===== config.mk =====
export PLATFORM = sky130hd
export DESIGN_NAME = wb_stage
export DESIGN_NICKNAME = d
export VERILOG_FILES = /design/src/rtl/wb_stage_pkg.sv /design/src/rtl/wb_stage_cp0_regs.sv /design/src/rtl/wb_stage.sv
export SDC_FILE = /design/constraint.sdc
export NUM_CORES = 1
export LEC_CHECK = 0
export ABC_AREA = 1
export BUFFER_PORTS_ARGS = -buffer_cell sky130_fd_sc_hd__buf_2
export CORE_MARGIN = 3
export CORE_UTILIZATION = 50
export DETAILED_ROUTE_END_ITERATION = 10
export GPL_TIMING_DRIVEN = 0
export PLACE_DENSITY = 0.73
export SLEW_MARGIN = 20
export SYNTH_ARGS = -nofsm -noshare
export SYNTH_HDL_FRONTEND = slang
export SYNTH_SLANG_ARGS = --single-unit

===== constraint.sdc =====
create_clock -name clk -period 4.35 [get_ports clk]
set_input_delay 0.87 -clock clk [delete_from_list [all_inputs] [get_ports clk]]
set_output_delay 0.87 -clock clk [all_outputs]
set_load 0.02 [all_outputs]

===== src/rtl/wb_stage_pkg.sv =====
// wb_stage_pkg: shared widths, CP0 addresses, exception codes and the
// memory-to-writeback bus layout used by the write-back stage and CP0.
package wb_stage_pkg;

  localparam int MS_TO_WS_BUS_WD = 155;
  localparam int WS_TO_RF_BUS_WD = 41;

  // CP0 addresses as {rd[4:0], sel[2:0]}
  localparam logic [7:0] CP0_BADVADDR = {5'd8,  3'd0};
  localparam logic [7:0] CP0_COUNT    = {5'd9,  3'd0};
  localparam logic [7:0] CP0_COMPARE  = {5'd11, 3'd0};
  localparam logic [7:0] CP0_STATUS   = {5'd12, 3'd0};
  localparam logic [7:0] CP0_CAUSE    = {5'd13, 3'd0};
  localparam logic [7:0] CP0_EPC      = {5'd14, 3'd0};

  localparam logic [4:0] EXC_INT  = 5'd0;
  localparam logic [4:0] EXC_ADEL = 5'd4;
  localparam logic [4:0] EXC_ADES = 5'd5;
  localparam logic [4:0] EXC_SYS  = 5'd8;
  localparam logic [4:0] EXC_BP   = 5'd9;
  localparam logic [4:0] EXC_RI   = 5'd10;
  localparam logic [4:0] EXC_OV   = 5'd12;

  // MSB first: ex sits at bit 154, pc at [31:0]
  typedef struct packed {
    logic        ex;
    logic [4:0]  exccode;
    logic        bd;
    logic [31:0] badvaddr;
    logic        eret;
    logic        mtc0;
    logic [7:0]  cp0_addr;
    logic [31:0] cp0_wdata;
    logic        res_from_cp0;
    logic [3:0]  rf_we;
    logic [4:0]  dest;
    logic [31:0] result;
    logic [31:0] pc;
  } ms_ws_bus_t;

endpackage


===== src/rtl/wb_stage_cp0_regs.sv =====
// cp0_regs: CP0 register file for the write-back stage.
//   clk/reset      : clock, synchronous active-high reset
//   ext_int_i      : level-sensitive hardware interrupt lines
//   ex_i..badvaddr_i : exception commit and its attributes
//   eret_i         : ERET commit (already excludes an exception)
//   mtc0_we_i, addr_i, wdata_i : gated MTC0 write
//   rdata_o        : combinational read of addr_i (0 if unimplemented)
//   epc_o          : EPC for the ERET redirect
//   int_req_o      : an enabled interrupt is pending
module cp0_regs
  import wb_stage_pkg::*;
#(
  parameter logic [31:0] CP0_STATUS_RST = 32'h0040_0000
) (
  input  logic        clk,
  input  logic        reset,
  input  logic [5:0]  ext_int_i,
  input  logic        ex_i,
  input  logic [4:0]  exccode_i,
  input  logic        bd_i,
  input  logic [31:0] pc_i,
  input  logic [31:0] badvaddr_i,
  input  logic        eret_i,
  input  logic        mtc0_we_i,
  input  logic [7:0]  addr_i,
  input  logic [31:0] wdata_i,
  output logic [31:0] rdata_o,
  output logic [31:0] epc_o,
  output logic        int_req_o
);

  logic [31:0] badvaddr_q, count_q, compare_q, epc_q;
  logic        tick_q;
  logic [7:0]  im_q;
  logic        exl_q, ie_q;
  logic        bd_q, ti_q;
  logic [5:0]  ip_hw_q;   // Cause.IP[7:2]
  logic [1:0]  ip_sw_q;   // Cause.IP[1:0]
  logic [4:0]  exccode_q;
  logic [31:0] count_d;

  // An MTC0 to Count overrides the half-rate increment
  always_comb begin
    count_d = count_q;
    if (mtc0_we_i && addr_i == CP0_COUNT) count_d = wdata_i;
    else if (tick_q)                      count_d = count_q + 32'd1;
  end

  always_ff @(posedge clk) begin
    if (reset) begin
      tick_q     <= 1'b0;
      count_q    <= '0;
      compare_q  <= '0;
      ti_q       <= 1'b0;
      ip_hw_q    <= '0;
      ip_sw_q    <= '0;
      bd_q       <= 1'b0;
      exccode_q  <= '0;
      epc_q      <= '0;
      badvaddr_q <= '0;
      im_q       <= CP0_STATUS_RST[15:8];
      exl_q      <= CP0_STATUS_RST[1];
      ie_q       <= CP0_STATUS_RST[0];
    end else begin
      tick_q  <= ~tick_q;
      count_q <= count_d;
      // Clearing TI by writing Compare wins over a same-cycle match
      if (mtc0_we_i && addr_i == CP0_COMPARE) begin
        compare_q <= wdata_i;
        ti_q      <= 1'b0;
      end else if (count_q == compare_q) begin
        ti_q      <= 1'b1;
      end
      ip_hw_q <= {ext_int_i[5] | ti_q, ext_int_i[4:0]};
      if (ex_i) begin
        exl_q     <= 1'b1;
        exccode_q <= exccode_i;
        // Nested exceptions keep the original EPC/BD
        if (!exl_q) begin
          epc_q <= bd_i ? pc_i - 32'd4 : pc_i;
          bd_q  <= bd_i;
        end
        if (exccode_i == EXC_ADEL || exccode_i == EXC_ADES) badvaddr_q <= badvaddr_i;
      end else begin
        if (eret_i) exl_q <= 1'b0;
        if (mtc0_we_i) begin
          case (addr_i)
            CP0_STATUS: begin
              im_q  <= wdata_i[15:8];
              exl_q <= wdata_i[1];
              ie_q  <= wdata_i[0];
            end
            CP0_CAUSE: ip_sw_q <= wdata_i[9:8];
            CP0_EPC:   epc_q   <= wdata_i;
            default:   ;
          endcase
        end
      end
    end
  end

  always_comb begin
    rdata_o = '0;
    case (addr_i)
      CP0_BADVADDR: rdata_o = badvaddr_q;
      CP0_COUNT:    rdata_o = count_q;
      CP0_COMPARE:  rdata_o = compare_q;
      CP0_STATUS:   rdata_o = {9'b0, 1'b1, 6'b0, im_q, 6'b0, exl_q, ie_q};
      CP0_CAUSE:    rdata_o = {bd_q, ti_q, 14'b0, ip_hw_q, ip_sw_q, 1'b0, exccode_q, 2'b0};
      CP0_EPC:      rdata_o = epc_q;
      default:      rdata_o = '0;
    endcase
  end

  assign epc_o     = epc_q;
  assign int_req_o = (|({ip_hw_q, ip_sw_q} & im_q)) && ie_q && !exl_q;

endmodule


===== src/rtl/wb_stage.sv =====
// wb_stage: write-back stage. Holds the MEM->WB pipeline register, gates
// register-file commits, resolves exceptions/interrupts/ERET into a flush
// with redirect PC, and drives the trace-compare debug port.
//   ms_to_ws_valid/bus : incoming instruction
//   ws_allowin         : always ready
//   ws_to_rf_bus       : {rf_we, waddr, wdata} to regfile and bypass
//   ws_valid_o         : WB occupied (decode hazard checks)
//   ws_cancel/flush_pc : pipeline flush and its target
//   ext_int            : hardware interrupts
//   debug_wb_*         : committed instruction trace
module wb_stage
  import wb_stage_pkg::*;
#(
  parameter logic [31:0] EX_ENTRY       = 32'hBFC0_0380,
  parameter logic [31:0] CP0_STATUS_RST = 32'h0040_0000
) (
  input  logic                        clk,
  input  logic                        reset,
  input  logic                        ms_to_ws_valid,
  input  logic [MS_TO_WS_BUS_WD-1:0]  ms_to_ws_bus,
  output logic                        ws_allowin,
  output logic [WS_TO_RF_BUS_WD-1:0]  ws_to_rf_bus,
  output logic                        ws_valid_o,
  output logic                        ws_cancel,
  output logic [31:0]                 ws_flush_pc,
  input  logic [5:0]                  ext_int,
  output logic [31:0]                 debug_wb_pc,
  output logic [3:0]                  debug_wb_rf_wen,
  output logic [4:0]                  debug_wb_rf_wnum,
  output logic [31:0]                 debug_wb_rf_wdata
);

  ms_ws_bus_t  bus_q;
  logic        ws_valid_q, ws_valid_d;
  logic        ws_ready_go;
  logic        int_req, ws_ex, eret_commit, mtc0_we;
  logic [4:0]  ex_code;
  logic [31:0] cp0_rdata, epc;
  logic [3:0]  rf_we;
  logic [31:0] rf_wdata;

  assign ws_ready_go = 1'b1;
  assign ws_allowin  = !ws_valid_q || ws_ready_go;
  // Anything offered while we flush belongs to the cancelled path
  assign ws_valid_d  = ms_to_ws_valid && !ws_cancel;

  always_ff @(posedge clk) begin
    if (reset) begin
      ws_valid_q <= 1'b0;
      bus_q      <= '0;
    end else if (ws_allowin) begin
      ws_valid_q <= ws_valid_d;
      if (ms_to_ws_valid) bus_q <= ms_ws_bus_t'(ms_to_ws_bus);
    end
  end

  assign ws_ex       = ws_valid_q && (bus_q.ex || int_req);
  assign ex_code     = int_req ? EXC_INT : bus_q.exccode;
  assign eret_commit = ws_valid_q && bus_q.eret && !ws_ex;
  assign mtc0_we     = ws_valid_q && bus_q.mtc0 && !ws_ex;
  assign ws_cancel   = ws_valid_q && (ws_ex || bus_q.eret);
  assign ws_flush_pc = ws_ex ? EX_ENTRY : epc;

  cp0_regs #(.CP0_STATUS_RST(CP0_STATUS_RST)) u_cp0 (
    .clk        (clk),
    .reset      (reset),
    .ext_int_i  (ext_int),
    .ex_i       (ws_ex),
    .exccode_i  (ex_code),
    .bd_i       (bus_q.bd),
    .pc_i       (bus_q.pc),
    .badvaddr_i (bus_q.badvaddr),
    .eret_i     (eret_commit),
    .mtc0_we_i  (mtc0_we),
    .addr_i     (bus_q.cp0_addr),
    .wdata_i    (bus_q.cp0_wdata),
    .rdata_o    (cp0_rdata),
    .epc_o      (epc),
    .int_req_o  (int_req)
  );

  assign rf_we        = (ws_valid_q && !ws_ex) ? bus_q.rf_we : 4'b0;
  assign rf_wdata     = bus_q.res_from_cp0 ? cp0_rdata : bus_q.result;
  assign ws_to_rf_bus = {rf_we, bus_q.dest, rf_wdata};
  assign ws_valid_o   = ws_valid_q;

  assign debug_wb_pc       = bus_q.pc;
  assign debug_wb_rf_wen   = rf_we;
  assign debug_wb_rf_wnum  = bus_q.dest;
  assign debug_wb_rf_wdata = rf_wdata;

endmodule


==> key figures <==
Timing
  – Fin. Hold Viols: 0
  – Post-layout minimum cycle time: 4280 ps
  – RSZ-0062 raised after global routing: no
  – Final setup TNS: 0 ps
  – Peak Freq: 234 MHz
  – Fin crit share: 98.5%
  – Worst slew margin: 34.4%
  – Clk_skew: 16.0 ps
  – Max-slew violations: 0
  – Final setup fails: 0
  – Slew at the pin closest to its max-slew limit: 984 ps

CTS
  – Resized Gates After CTS: 0
  – Clock Tree Root: clkbuf_16
  – CTS tree: yes
  – Later-pin clock latency in the skew report: 530 ps
  – Cts hold-fix bufs: 0
  – Setup bufs post-CTS: 0
  – CTS H-tree depth: 2
  – CTS max path bufs: 3
  – CTS clk-pin slew, worst paths: 60 ps
  – CTS Sinks: 310
  – CTS Buf Count: 37

Place
  – Routability Congestion: 0.977
  – Hpwl dp: 49600 um
  – Number of port buffers: 309
  – Placed cells: 3171

Logic synthesis
  – Post-synth ARST share: 0%
  – Top FF cell, synth: dfxtp_1
  – Yosys warns: 0
  – Syn nets: 2632
  – Flops & latches, synth: 310
  – Netlist cell types: 42
  – Avg Synthesized Cell Area: 6.49 sq um
  – Synthesized area: 16000 sq um
  – Number of flops mapped to enable cells by yosys: 0
  – Post-Synthesis Cells: 2466
  – Sequential-to-total area share from yosys stat: 38.8%

Final layout
  – Layout cells sized above 1: 18.7%
  – # fillers: 3055
  – Utilization after layout: 62.2%
  – Fin nets: 2980
  – Reg area: 6210 sq um
  – Commonest cells after routing, fill and taps aside: nor2_1, nand2_1, o21ai_0, buf_2, dfxtp_1
  – Area Overhead vs Synth: 20.9%
  – Most common cell after layout, fill and taps aside: nor2_1
  – Multi-input gate area: 7960 sq um
  – Post-route non-filler standard cell count: 3237

Pwr
  – P_leak: 8.85 nW
  – Peak VDD IR: 0.333 mV
  – Cell Pwr Density: 380 nW/um^2

Hold path
  – Worst Hold Class: reg -> reg

Floorplan
  – Top Ports: 313
  – Site Rows: 64
  – Initial Util: 51.5%
  – Chip width: 185 um
  – Die Height: 185 um
  – Core area: 31100 sq um
  – Die Area: 34200 sq um

Routing
  – Routed Antenna Nets: 0
  – Via density: 5.52
  – DR DRC count: 0
  – Routed len/inst: 19.4 um
  – DRT Wirelength: 62900 um
  – Drt first-iter violations: 1842
  – 1st-pass router iterations: 8
  – Via count: 17.9k

Global routing
  – Pin count of the biggest net entering global routing: 14
  – First-pass GRT wire length: 93100 um
  – Gr usage total: 35.5%
  – Initial antenna violation count: 1
  – Vias in the first global route: 16.3k
  – GRT Residual Overflow: 0

Run status
  – Status: completed

Setup path
  – Crit Path Class: reg -> out
  – Critical path required time: 3480 ps
  – Startpoint Class: flop
  – Arr. time, crit path: 3410 ps
  – Critical path capture point type: output port
  – Critical path fanouts, max: 10

Run
  – Max-Cap Viols: 0
==> metrics by stage <==
step	hold slack, ps	total power [mW]	worst slack, ps	cell area, sq um
after global routing	483	7.55	4.50	19300
final	455	7.34	67.4	19300
after CTS	460	7.32	194	19300
after detailed placement	452	4.05	750	18000
after global placement	450	4.03	791	18000
after floorplan	430	3.67	1510	16000
==> cell usage after synthesis (8+ instances only) <==
cell type  number  area share [%]
nor2_1        640              15
buf_6           9            0.63
xor2_1         14            0.77
inv_1         150             3.5
nand2_1       431              10
buf_2          34             1.1
nor2_2          8            0.31
xnor2_1        30             1.6
a21oi_1        93             2.9
o21ai_0       352              11
clkbuf_1       84             2.0
buf_1          10            0.23
inv_2           9            0.21
nor3_1          8            0.25
nand3_1        98             3.1
dfxtp_1       310              39
buf_4          79             3.7
nand4_1        50             2.0
==> area by class of cell <==
class,instances,area share (%)
clock inverter,15,1.11
timing repair buffer,309,8.00
sequential,310,32.1
inverter,163,3.17
antenna,1,0.0129
multi-input combinational,1776,41.2
tap,396,2.56
buffer,217,6.32
clock buffer,50,5.57
==> state kept, by name, indices dropped and copies added (netlist names), 2 cells and up <==
| register | cells |
|---|---|
| bus_q | 118 |
| debug_wb_pc | 32 |
| debug_wb_rf_wnum | 5 |
| u_cp0.badvaddr_q | 32 |
| u_cp0.compare_q | 32 |
| u_cp0.count_q | 32 |
| u_cp0.epc_o | 32 |
| u_cp0.exccode_q | 5 |
| u_cp0.im_q | 8 |
| u_cp0.ip_hw_q | 6 |
| u_cp0.ip_sw_q | 2 |
==> report_power, final <==
part	leakage [nW]	internal, mW	switching, mW
clock network	0.638	2.04	1.29
registers	2.54	2.96	0.117
logic	5.67	0.324	0.608
==> per-layer routing <==
metal  up-vias  track usage [%]  share of wire [%]
met1      8306             50.3                 43
met3       114             4.83                9.4
met5         -                0                  0
li1       8537                -                  -
met2       921             55.8                 44
met4         0             12.0                3.6
==> logic make-up (layout without fill, tap and decap cells) <==
kind of cell	after synthesis	in the layout	synth area share (%)
and+or+nand+nor	1260	1260	32.1
xor gates and xnor gates	44	44	2.41
buffers and inverters	380	754	11.5
AOI/OAI and AO/OA	469	469	15.0
adders and majority gates	2	2	0.156
other	1	2	0.0234
DFF	310	310	38.8
==> worst max-delay path, stage by stage, from the launching register on <==
cell and delay, ps:
dfxtp_1 310, nor2_1 530, nand3_1 220, nor3_2 270
buf_2 310, buf_2 350, a21oi_1 160, a31oi_1 410
buf_4 180, buf_2 150
==> worst paths after layout <==
kind / to / slack (ps) / from / cells after the start
max reg2reg: u_cp0.epc_o[17] / 1670 / bus_q[106] / 12
max: ws_to_rf_bus[14] / 70 / bus_q[106] / 9
min: bus_q[71] / 460 / bus_q[71] / 2
min reg2reg: bus_q[71] / 460 / bus_q[71] / 2
Power figures use the tool's default switching activity.
